File: config.mk
export PLATFORM = sky130hd
export DESIGN_NAME = ysyx_22041412_axi_master_bridge
export DESIGN_NICKNAME = d
export VERILOG_FILES = /design/src/rtl/ysyx_22041412_axi_master_bridge.sv
export SDC_FILE = /design/constraint.sdc
export NUM_CORES = 1
export LEC_CHECK = 0
export BUFFER_PORTS_ARGS = -buffer_cell sky130_fd_sc_hd__buf_4
export CAP_MARGIN = 10
export CORE_AREA = 5 5 189 191
export DETAILED_ROUTE_END_ITERATION = 16
export DIE_AREA = 0 0 194 196
export PLACE_DENSITY = 0.59
export SYNTH_ARGS = -nofsm -noshare
export SYNTH_HDL_FRONTEND = slang
export SYNTH_SLANG_ARGS = --single-unit
File: constraint.sdc
create_clock -name clk -period 2.4 [get_ports clk]
set_input_delay 0.48 -clock clk [delete_from_list [all_inputs] [get_ports clk]]
set_output_delay 0.48 -clock clk [all_outputs]
set_load 0.005 [all_outputs]
File: src/rtl/ysyx_22041412_axi_master_bridge.sv
// ysyx_22041412_axi_master_bridge
// Converts the IF/MEM arbiter's request/done handshake into AXI4 master
// channels. Reads (AR/R) and writes (AW/W/B) run as independent FSMs, and each
// accepted request ends with exactly one single-cycle done pulse.
//
// Ports:
//   clk, rst                 clock, synchronous active-high reset
//   r_valid_i/r_addr_i/...   read request from arbiter, held until r_ready_o
//   r_ready_o, data_read_o   read done pulse and latest read beat
//   w_valid_i/w_addr_i/...   write request from arbiter, held until w_ready_o
//   w_ready_o                write done pulse
//   axi_ar_*, axi_r_*        AXI read address / read data channels
//   axi_aw_*, axi_w_*, axi_b_* AXI write address / data / response channels
//   resp_err_o               sticky non-OKAY response flag (AXI_RESP_CHECK_EN only)
//
// Optional feature macro: AXI_RESP_CHECK_EN
module ysyx_22041412_axi_master_bridge #(
    parameter int AXI_DATA_WIDTH = 64,
    parameter int AXI_ADDR_WIDTH = 32,
    parameter int AXI_ID_WIDTH   = 4,
    parameter int MAX_LEN        = 7
) (
    input  logic                        clk,
    input  logic                        rst,
    input  logic                        r_valid_i,
    input  logic [AXI_ADDR_WIDTH-1:0]   r_addr_i,
    input  logic [7:0]                  r_size_i,
    input  logic [7:0]                  r_len_i,
    output logic                        r_ready_o,
    output logic [AXI_DATA_WIDTH-1:0]   data_read_o,
    input  logic                        w_valid_i,
    input  logic [AXI_ADDR_WIDTH-1:0]   w_addr_i,
    input  logic [AXI_DATA_WIDTH-1:0]   rw_w_data_i,
    input  logic [7:0]                  w_size_i,
    input  logic [7:0]                  w_len_i,
    output logic                        w_ready_o,
    output logic                        axi_ar_valid,
    input  logic                        axi_ar_ready,
    output logic [AXI_ADDR_WIDTH-1:0]   axi_ar_addr,
    output logic [AXI_ID_WIDTH-1:0]     axi_ar_id,
    output logic [7:0]                  axi_ar_len,
    output logic [2:0]                  axi_ar_size,
    output logic [1:0]                  axi_ar_burst,
    input  logic                        axi_r_valid,
    output logic                        axi_r_ready,
    input  logic [AXI_DATA_WIDTH-1:0]   axi_r_data,
    input  logic [1:0]                  axi_r_resp,
    input  logic                        axi_r_last,
    input  logic [AXI_ID_WIDTH-1:0]     axi_r_id,
    output logic                        axi_aw_valid,
    input  logic                        axi_aw_ready,
    output logic [AXI_ADDR_WIDTH-1:0]   axi_aw_addr,
    output logic [AXI_ID_WIDTH-1:0]     axi_aw_id,
    output logic [7:0]                  axi_aw_len,
    output logic [2:0]                  axi_aw_size,
    output logic [1:0]                  axi_aw_burst,
    output logic                        axi_w_valid,
    input  logic                        axi_w_ready,
    output logic [AXI_DATA_WIDTH-1:0]   axi_w_data,
    output logic [AXI_DATA_WIDTH/8-1:0] axi_w_strb,
    output logic                        axi_w_last,
    input  logic                        axi_b_valid,
    output logic                        axi_b_ready,
    input  logic [1:0]                  axi_b_resp,
    input  logic [AXI_ID_WIDTH-1:0]     axi_b_id
`ifdef AXI_RESP_CHECK_EN
    ,
    output logic                        resp_err_o
`endif
);

    localparam int STRB_W = AXI_DATA_WIDTH / 8;

    typedef enum logic [1:0] {R_IDLE, R_ADDR, R_DATA, R_DONE} rState_t;
    typedef enum logic [1:0] {W_IDLE, W_REQ, W_RESP, W_DONE} wState_t;

    // Size codes above 3 (8 bytes) are clamped to a full 64-bit beat.
    function automatic logic [2:0] clampSize(input logic [2:0] s);
        return (s > 3'd3) ? 3'd3 : s;
    endfunction

    rState_t                     rState_q, rState_d;
    logic [AXI_ADDR_WIDTH-1:0]   rAddr_q, rAddr_d;
    logic [2:0]                  rSize_q, rSize_d;
    logic [7:0]                  rLen_q, rLen_d;
    logic [7:0]                  rCnt_q, rCnt_d;
    logic [AXI_DATA_WIDTH-1:0]   rData_q, rData_d;
    logic                        rBeat;

    wState_t                     wState_q, wState_d;
    logic [AXI_ADDR_WIDTH-1:0]   wAddr_q, wAddr_d;
    logic [AXI_DATA_WIDTH-1:0]   wData_q, wData_d;
    logic [2:0]                  wSize_q, wSize_d;
    logic [STRB_W-1:0]           wStrb_q, wStrb_d;
    logic                        awDone_q, awDone_d;
    logic                        wDone_q, wDone_d;
    logic                        awDoneNow, wDoneNow;
    logic [7:0]                  laneMask;
    logic [15:0]                 strbWide;

    always_ff @(posedge clk) begin
        if (rst) begin
            rState_q <= R_IDLE;
            rAddr_q  <= '0;
            rSize_q  <= '0;
            rLen_q   <= '0;
            rCnt_q   <= '0;
            rData_q  <= '0;
        end else begin
            rState_q <= rState_d;
            rAddr_q  <= rAddr_d;
            rSize_q  <= rSize_d;
            rLen_q   <= rLen_d;
            rCnt_q   <= rCnt_d;
            rData_q  <= rData_d;
        end
    end

    // A beat is accepted only in R_DATA, so stray beats after R_DONE are refused.
    assign rBeat = axi_r_valid && (rState_q == R_DATA);

    always_comb begin
        rState_d = rState_q;
        rAddr_d  = rAddr_q;
        rSize_d  = rSize_q;
        rLen_d   = rLen_q;
        rCnt_d   = rCnt_q;
        rData_d  = rData_q;
        case (rState_q)
            R_IDLE: begin
                if (r_valid_i) begin
                    rAddr_d  = r_addr_i;
                    rSize_d  = clampSize(r_size_i[2:0]);
                    rLen_d   = (r_len_i > 8'(MAX_LEN)) ? 8'(MAX_LEN) : r_len_i;
                    rCnt_d   = '0;
                    rState_d = R_ADDR;
                end
            end
            R_ADDR: begin
                if (axi_ar_ready) rState_d = R_DATA;
            end
            R_DATA: begin
                if (rBeat) begin
                    rData_d = axi_r_data;
                    rCnt_d  = rCnt_q + 8'd1;
                    // Either an early r_last or the expected beat count ends the burst.
                    if (axi_r_last || (rCnt_q == rLen_q)) rState_d = R_DONE;
                end
            end
            R_DONE: begin
                // Deliberately ignores r_valid_i so a still-held request is not re-issued.
                rState_d = R_IDLE;
            end
            default: rState_d = R_IDLE;
        endcase
    end

    assign axi_ar_valid = (rState_q == R_ADDR);
    assign axi_ar_addr  = rAddr_q;
    assign axi_ar_id    = '0;
    assign axi_ar_len   = rLen_q;
    assign axi_ar_size  = rSize_q;
    assign axi_ar_burst = 2'b01;
    assign axi_r_ready  = (rState_q == R_DATA);
    assign r_ready_o    = (rState_q == R_DONE);
    assign data_read_o  = rData_q;

    always_ff @(posedge clk) begin
        if (rst) begin
            wState_q <= W_IDLE;
            wAddr_q  <= '0;
            wData_q  <= '0;
            wSize_q  <= '0;
            wStrb_q  <= '0;
            awDone_q <= 1'b0;
            wDone_q  <= 1'b0;
        end else begin
            wState_q <= wState_d;
            wAddr_q  <= wAddr_d;
            wData_q  <= wData_d;
            wSize_q  <= wSize_d;
            wStrb_q  <= wStrb_d;
            awDone_q <= awDone_d;
            wDone_q  <= wDone_d;
        end
    end

    // Byte-lane mask for the clamped size, shifted to the address lane and truncated to 8 lanes.
    always_comb begin
        laneMask = 8'h00;
        case (clampSize(w_size_i[2:0]))
            3'd0:    laneMask = 8'h01;
            3'd1:    laneMask = 8'h03;
            3'd2:    laneMask = 8'h0F;
            default: laneMask = 8'hFF;
        endcase
        strbWide = {8'h00, laneMask} << w_addr_i[2:0];
    end

    // AW and W complete independently; each flag remembers its own handshake.
    assign awDoneNow = awDone_q || (axi_aw_valid && axi_aw_ready);
    assign wDoneNow  = wDone_q  || (axi_w_valid  && axi_w_ready);

    always_comb begin
        wState_d = wState_q;
        wAddr_d  = wAddr_q;
        wData_d  = wData_q;
        wSize_d  = wSize_q;
        wStrb_d  = wStrb_q;
        awDone_d = awDone_q;
        wDone_d  = wDone_q;
        case (wState_q)
            W_IDLE: begin
                if (w_valid_i) begin
                    wAddr_d  = w_addr_i;
                    wData_d  = rw_w_data_i;
                    wSize_d  = clampSize(w_size_i[2:0]);
                    wStrb_d  = STRB_W'(strbWide[7:0]);
                    awDone_d = 1'b0;
                    wDone_d  = 1'b0;
                    wState_d = W_REQ;
                end
            end
            W_REQ: begin
                if (awDoneNow && wDoneNow) begin
                    awDone_d = 1'b0;
                    wDone_d  = 1'b0;
                    wState_d = W_RESP;
                end else begin
                    awDone_d = awDoneNow;
                    wDone_d  = wDoneNow;
                end
            end
            W_RESP: begin
                if (axi_b_valid) wState_d = W_DONE;
            end
            W_DONE: wState_d = W_IDLE;
            default: wState_d = W_IDLE;
        endcase
    end

    assign axi_aw_valid = (wState_q == W_REQ) && !awDone_q;
    assign axi_aw_addr  = wAddr_q;
    assign axi_aw_id    = '0;
    assign axi_aw_len   = 8'd0;
    assign axi_aw_size  = wSize_q;
    assign axi_aw_burst = 2'b01;
    assign axi_w_valid  = (wState_q == W_REQ) && !wDone_q;
    assign axi_w_data   = wData_q;
    assign axi_w_strb   = wStrb_q;
    assign axi_w_last   = 1'b1;
    assign axi_b_ready  = (wState_q == W_RESP);
    assign w_ready_o    = (wState_q == W_DONE);

`ifdef AXI_RESP_CHECK_EN
    logic respErr_q, respErr_d;

    // Sticky until reset; the erroring transaction itself still completes.
    always_comb begin
        respErr_d = respErr_q;
        if ((rBeat && (axi_r_resp != 2'b00)) ||
            (axi_b_valid && axi_b_ready && (axi_b_resp != 2'b00)))
            respErr_d = 1'b1;
    end

    always_ff @(posedge clk) begin
        if (rst) respErr_q <= 1'b0;
        else     respErr_q <= respErr_d;
    end

    assign resp_err_o = respErr_q;

    logic unusedInputs;
    assign unusedInputs = ^{r_size_i[7:3], w_size_i[7:3], w_len_i, axi_r_id, axi_b_id};
`else
    logic unusedInputs;
    assign unusedInputs = ^{r_size_i[7:3], w_size_i[7:3], w_len_i, axi_r_id, axi_b_id,
                            axi_r_resp, axi_b_resp};
`endif

endmodule
==> metrics.md <==
| Metric | Value |
|---|---|
| Fraction of layout cells with a size suffix above 1 | about a third |
| CTS tree | built |
| Synth Warn # | 0 |
| CTS Buf Count | 26 |
| Horiz. Die Dim | 194 um |
| Final Hold Viols | 0 |
| Deepest clock path buffer count | 3 |
| Status | finished, final reports clean |
| Core Box Area | between 0.03 and 0.04 sq mm |
| Post-route ant nets | 0 |
| Combinational power share | ~28% |
| Layout fillers | about 3.5k |
| Reg clk slew, reported paths | around 60 ps |
| DP HPWL | roughly 22 mm |
| Setup tns final | 0 ps |
| Crit share post-route | about 87% |
| First-pass GRT wire length | between 40 and 50 mm |
| Sw Pwr | roughly 0.0037 W |
| Seq. cell area | approximately 0.0046 sq mm |
| Post-CTS Setup Inserts | 0 |
| Seq/Total Area, Yosys | 53.2% |
| Initial antenna violation count | 0 |
| Clock Latency Late Sink | 530 ps |
| Synth top area share | 53.2% |
| Area of the multi-input gates | 0.00358 sq mm |
| Pleak | about 5.7 nW |
| N_diodes | 0 |
| RSZ-0062 raised after global routing | no |
| Nets | approximately 1.7k |
| GRT Total Usage | between 10 and 15% |
| Maximum vdd drop | between 0.6 and 0.7 mV |
| Cell Chain, Critical Path | inv_1 -> ha_1 -> buf_4 |
| Gate Count Post-Synth | between 1k and 1.5k |
| Final setup vio count | 0 |
| Worst slew pin tran | between 700 and 800 ps |
| TritonCTS Sinks | about 230 |
| Die footprint | around 0.038 sq mm |
| # resized after CTS | 0 |
| Largest net degree at the start of global routing | 130 |
| Ys flop type | dfxtp_1 |
| Vias | ~8.6k |
| Slew Limit Headroom | around 51% |
| Crit path max fanout | 12 |
| I/O pin count | approximately 500 |
| Initial Util | around a quarter |
| Final Slew Violations | 0 |
| Sw frac | a little under a third |
| Synth top cells by count | 394 x nand2_1, 228 x dfxtp_1, 209 x a21oi_1 |
| Fin util | roughly two fifths |
| CTS Root Cell | clkbuf_16 |
| Average via count per standard cell | 4.44 |
| PD cells | 908 mW/mm^2 |
| Synth area leaders | dfxtp_1 53%, nand2_1 17%, a21oi_1 12% |
| Post-Route WL | 30.3 mm |
| Post-synth EDFFs | 0 |
| Die height | between 150 and 200 um |
| Cell area after synthesis | between 0.008 and 0.009 sq mm |
| # H-tree levels | 1 |
| Vias in the first global route | roughly 8.4k |
| Row cnt | between 60 and 70 |
| Count leader, synth | nand2_1 |
| Hold Path Class | input pin to flop |
| PortBufs | roughly 440 |
| MaxCap Viol Count | 0 |
| Initial DRC count | between 300 and 400 |
| Library cells used by synthesis | 45 |
| Setup Skew | between 15 and 20 ps |
| FF+latch count, synth | approximately 230 |
| Crit path required time | around 1900 ps |
| Share of flip-flops with an asynchronous set or reset | 0% |
| Worst setup EP type | primary output |
| Sequential share of power | around 39% |
| Pint | between 0.008 and 0.009 W |
| Area leader, netlist | dfxtp_1 |
| Gr ovfl total | 0 |
| Max frequency | around 0.48 GHz |
| Routed WL per cell | 15.6 um |
| Crit-path slowest cell | ha_1 |
| Shortest period the worst path allows | between 2000 and 2500 ps |
| Post-route DRC violation count | 0 |
| CP Launch Type | flop |
| Hold_buf cts | 0 |
| RePlAce Congestion | between 0.8 and 0.9 |
| Area added between synthesis and finish | 51.9% |
| DRT Pass-1 Iters | 8 |
| CP Class | flop to primary output |
| Max incr delay on CP | 410 ps |
| Post-Syn Area per Cell | slightly below 8 sq um |
| CP arrival | ~1600 ps |
| Share of total power in the clock network | between 30% and 40% |
-- kinds of logic (layout without fill, tap and decap cells) --
logic type,after synthesis,count (layout),synth area share [%]
AO/OA/AOI/OAI,253,253,15.9
XOR/XNOR,9,9,0.920
adder cells (fa/ha/maj),10,10,1.46
buffers and inverters,107,503,5.93
flip-flops,228,228,53.2
multiplexers,3,3,0.409
other,2,21,0.0876
AND/OR/NAND/NOR,465,465,22.0
-- cells in the final DEF (no fill, tap or decap), types with 2 or more instances in the layout --
cell,count
nand3_1,3
nand2b_1,2
nor2_1,20
clkbuf_8,4
a221oi_1,2
nor4_1,3
a211oi_1,5
clkinv_2,2
nand4_1,2
mux2i_1,2
inv_1,11
a2111oi_0,4
a22oi_1,3
nor4_2,2
a21oi_1,209
o22ai_1,2
and3_1,7
ha_1,10
conb_1,21
buf_4,442
and2_2,2
a32oi_1,2
clkbuf_16,27
or3_1,5
nand2_1,392
nor2b_1,8
o221a_2,3
a31oi_1,2
nor3_1,10
o21ai_0,15
buf_12,6
clkbuf_1,7
dfxtp_1,228
xor2_1,8
-- metal layers --
| metal | vias up | part of all wire, % | track usage, % |
|---|---|---|---|
| met4 | 0 | 3.2 | 4.51 |
| li1 | 4295 | - | - |
| met3 | 49 | 10 | 6.20 |
| met5 | - | 0 | 0 |
| met2 | 388 | 46 | 24.5 |
| met1 | 3908 | 40 | 16.9 |
-- per-stage QoR --
stage          instances  total power [W]  hold WS, ps  setup WS [ps]  area, sq um
3_5_place_dp        1904          0.00817          447            466        12200
3_3_place_gp        1904          0.00811          442            526        12200
6_report            1947           0.0118          184            321        13000
5_1_grt             1947           0.0126          165            186        13000
4_1_cts             1947           0.0121          143            263        13000
2_1_floorplan       1096          0.00640          448            750         8640
-- state kept, by name (all words and copies together) (netlist names), 8 cells and up --
| register | count |
|---|---|
| rCnt_q | 8 |
| axi_ar_len | 8 |
| axi_w_data | 64 |
| axi_w_strb | 8 |
| axi_ar_addr | 32 |
| axi_aw_addr | 32 |
| data_read_o | 64 |
-- cell type report --
class,instances,share of cell area [%]
multi-input combinational,761,27.5
inverter,11,0.317
clock buffer,38,5.81
timing repair buffer,449,26.5
tap,455,4.37
clock inverter,5,0.432
sequential,228,35.0
-- power by group through the flow --
stage                     sequential, W  clock [W]  combinational [W]
final                           0.00467    0.00381            0.00335
after global routing            0.00474    0.00409            0.00375
after CTS                       0.00467    0.00397            0.00343
after detailed placement        0.00474          0            0.00342
after global placement          0.00472          0            0.00339
after floorplan                 0.00475          0            0.00165
-- final timing paths --
| kind | from | to | slack, ps | cells after the start |
|---|---|---|---|---|
| setup reg to reg | rState_q[0] | rState_q[1] | 450 | 6 |
| setup / recovery | rState_q[0] | axi_r_ready | 320 | 3 |
| hold / removal | rst | rCnt_q[0] | 180 | 2 |
| hold reg to reg | axi_w_data[34] | axi_w_data[34] | 450 | 2 |
-- critical path: cells and delay by family, from the launching register on --
kind / cells / cell delay (ps)
flip-flops: 1 / 350
buffers and inverters: 2 / 320
adder cells (fa/ha/maj): 1 / 410
No activity file was read; power rests on OpenSTA's default activity.
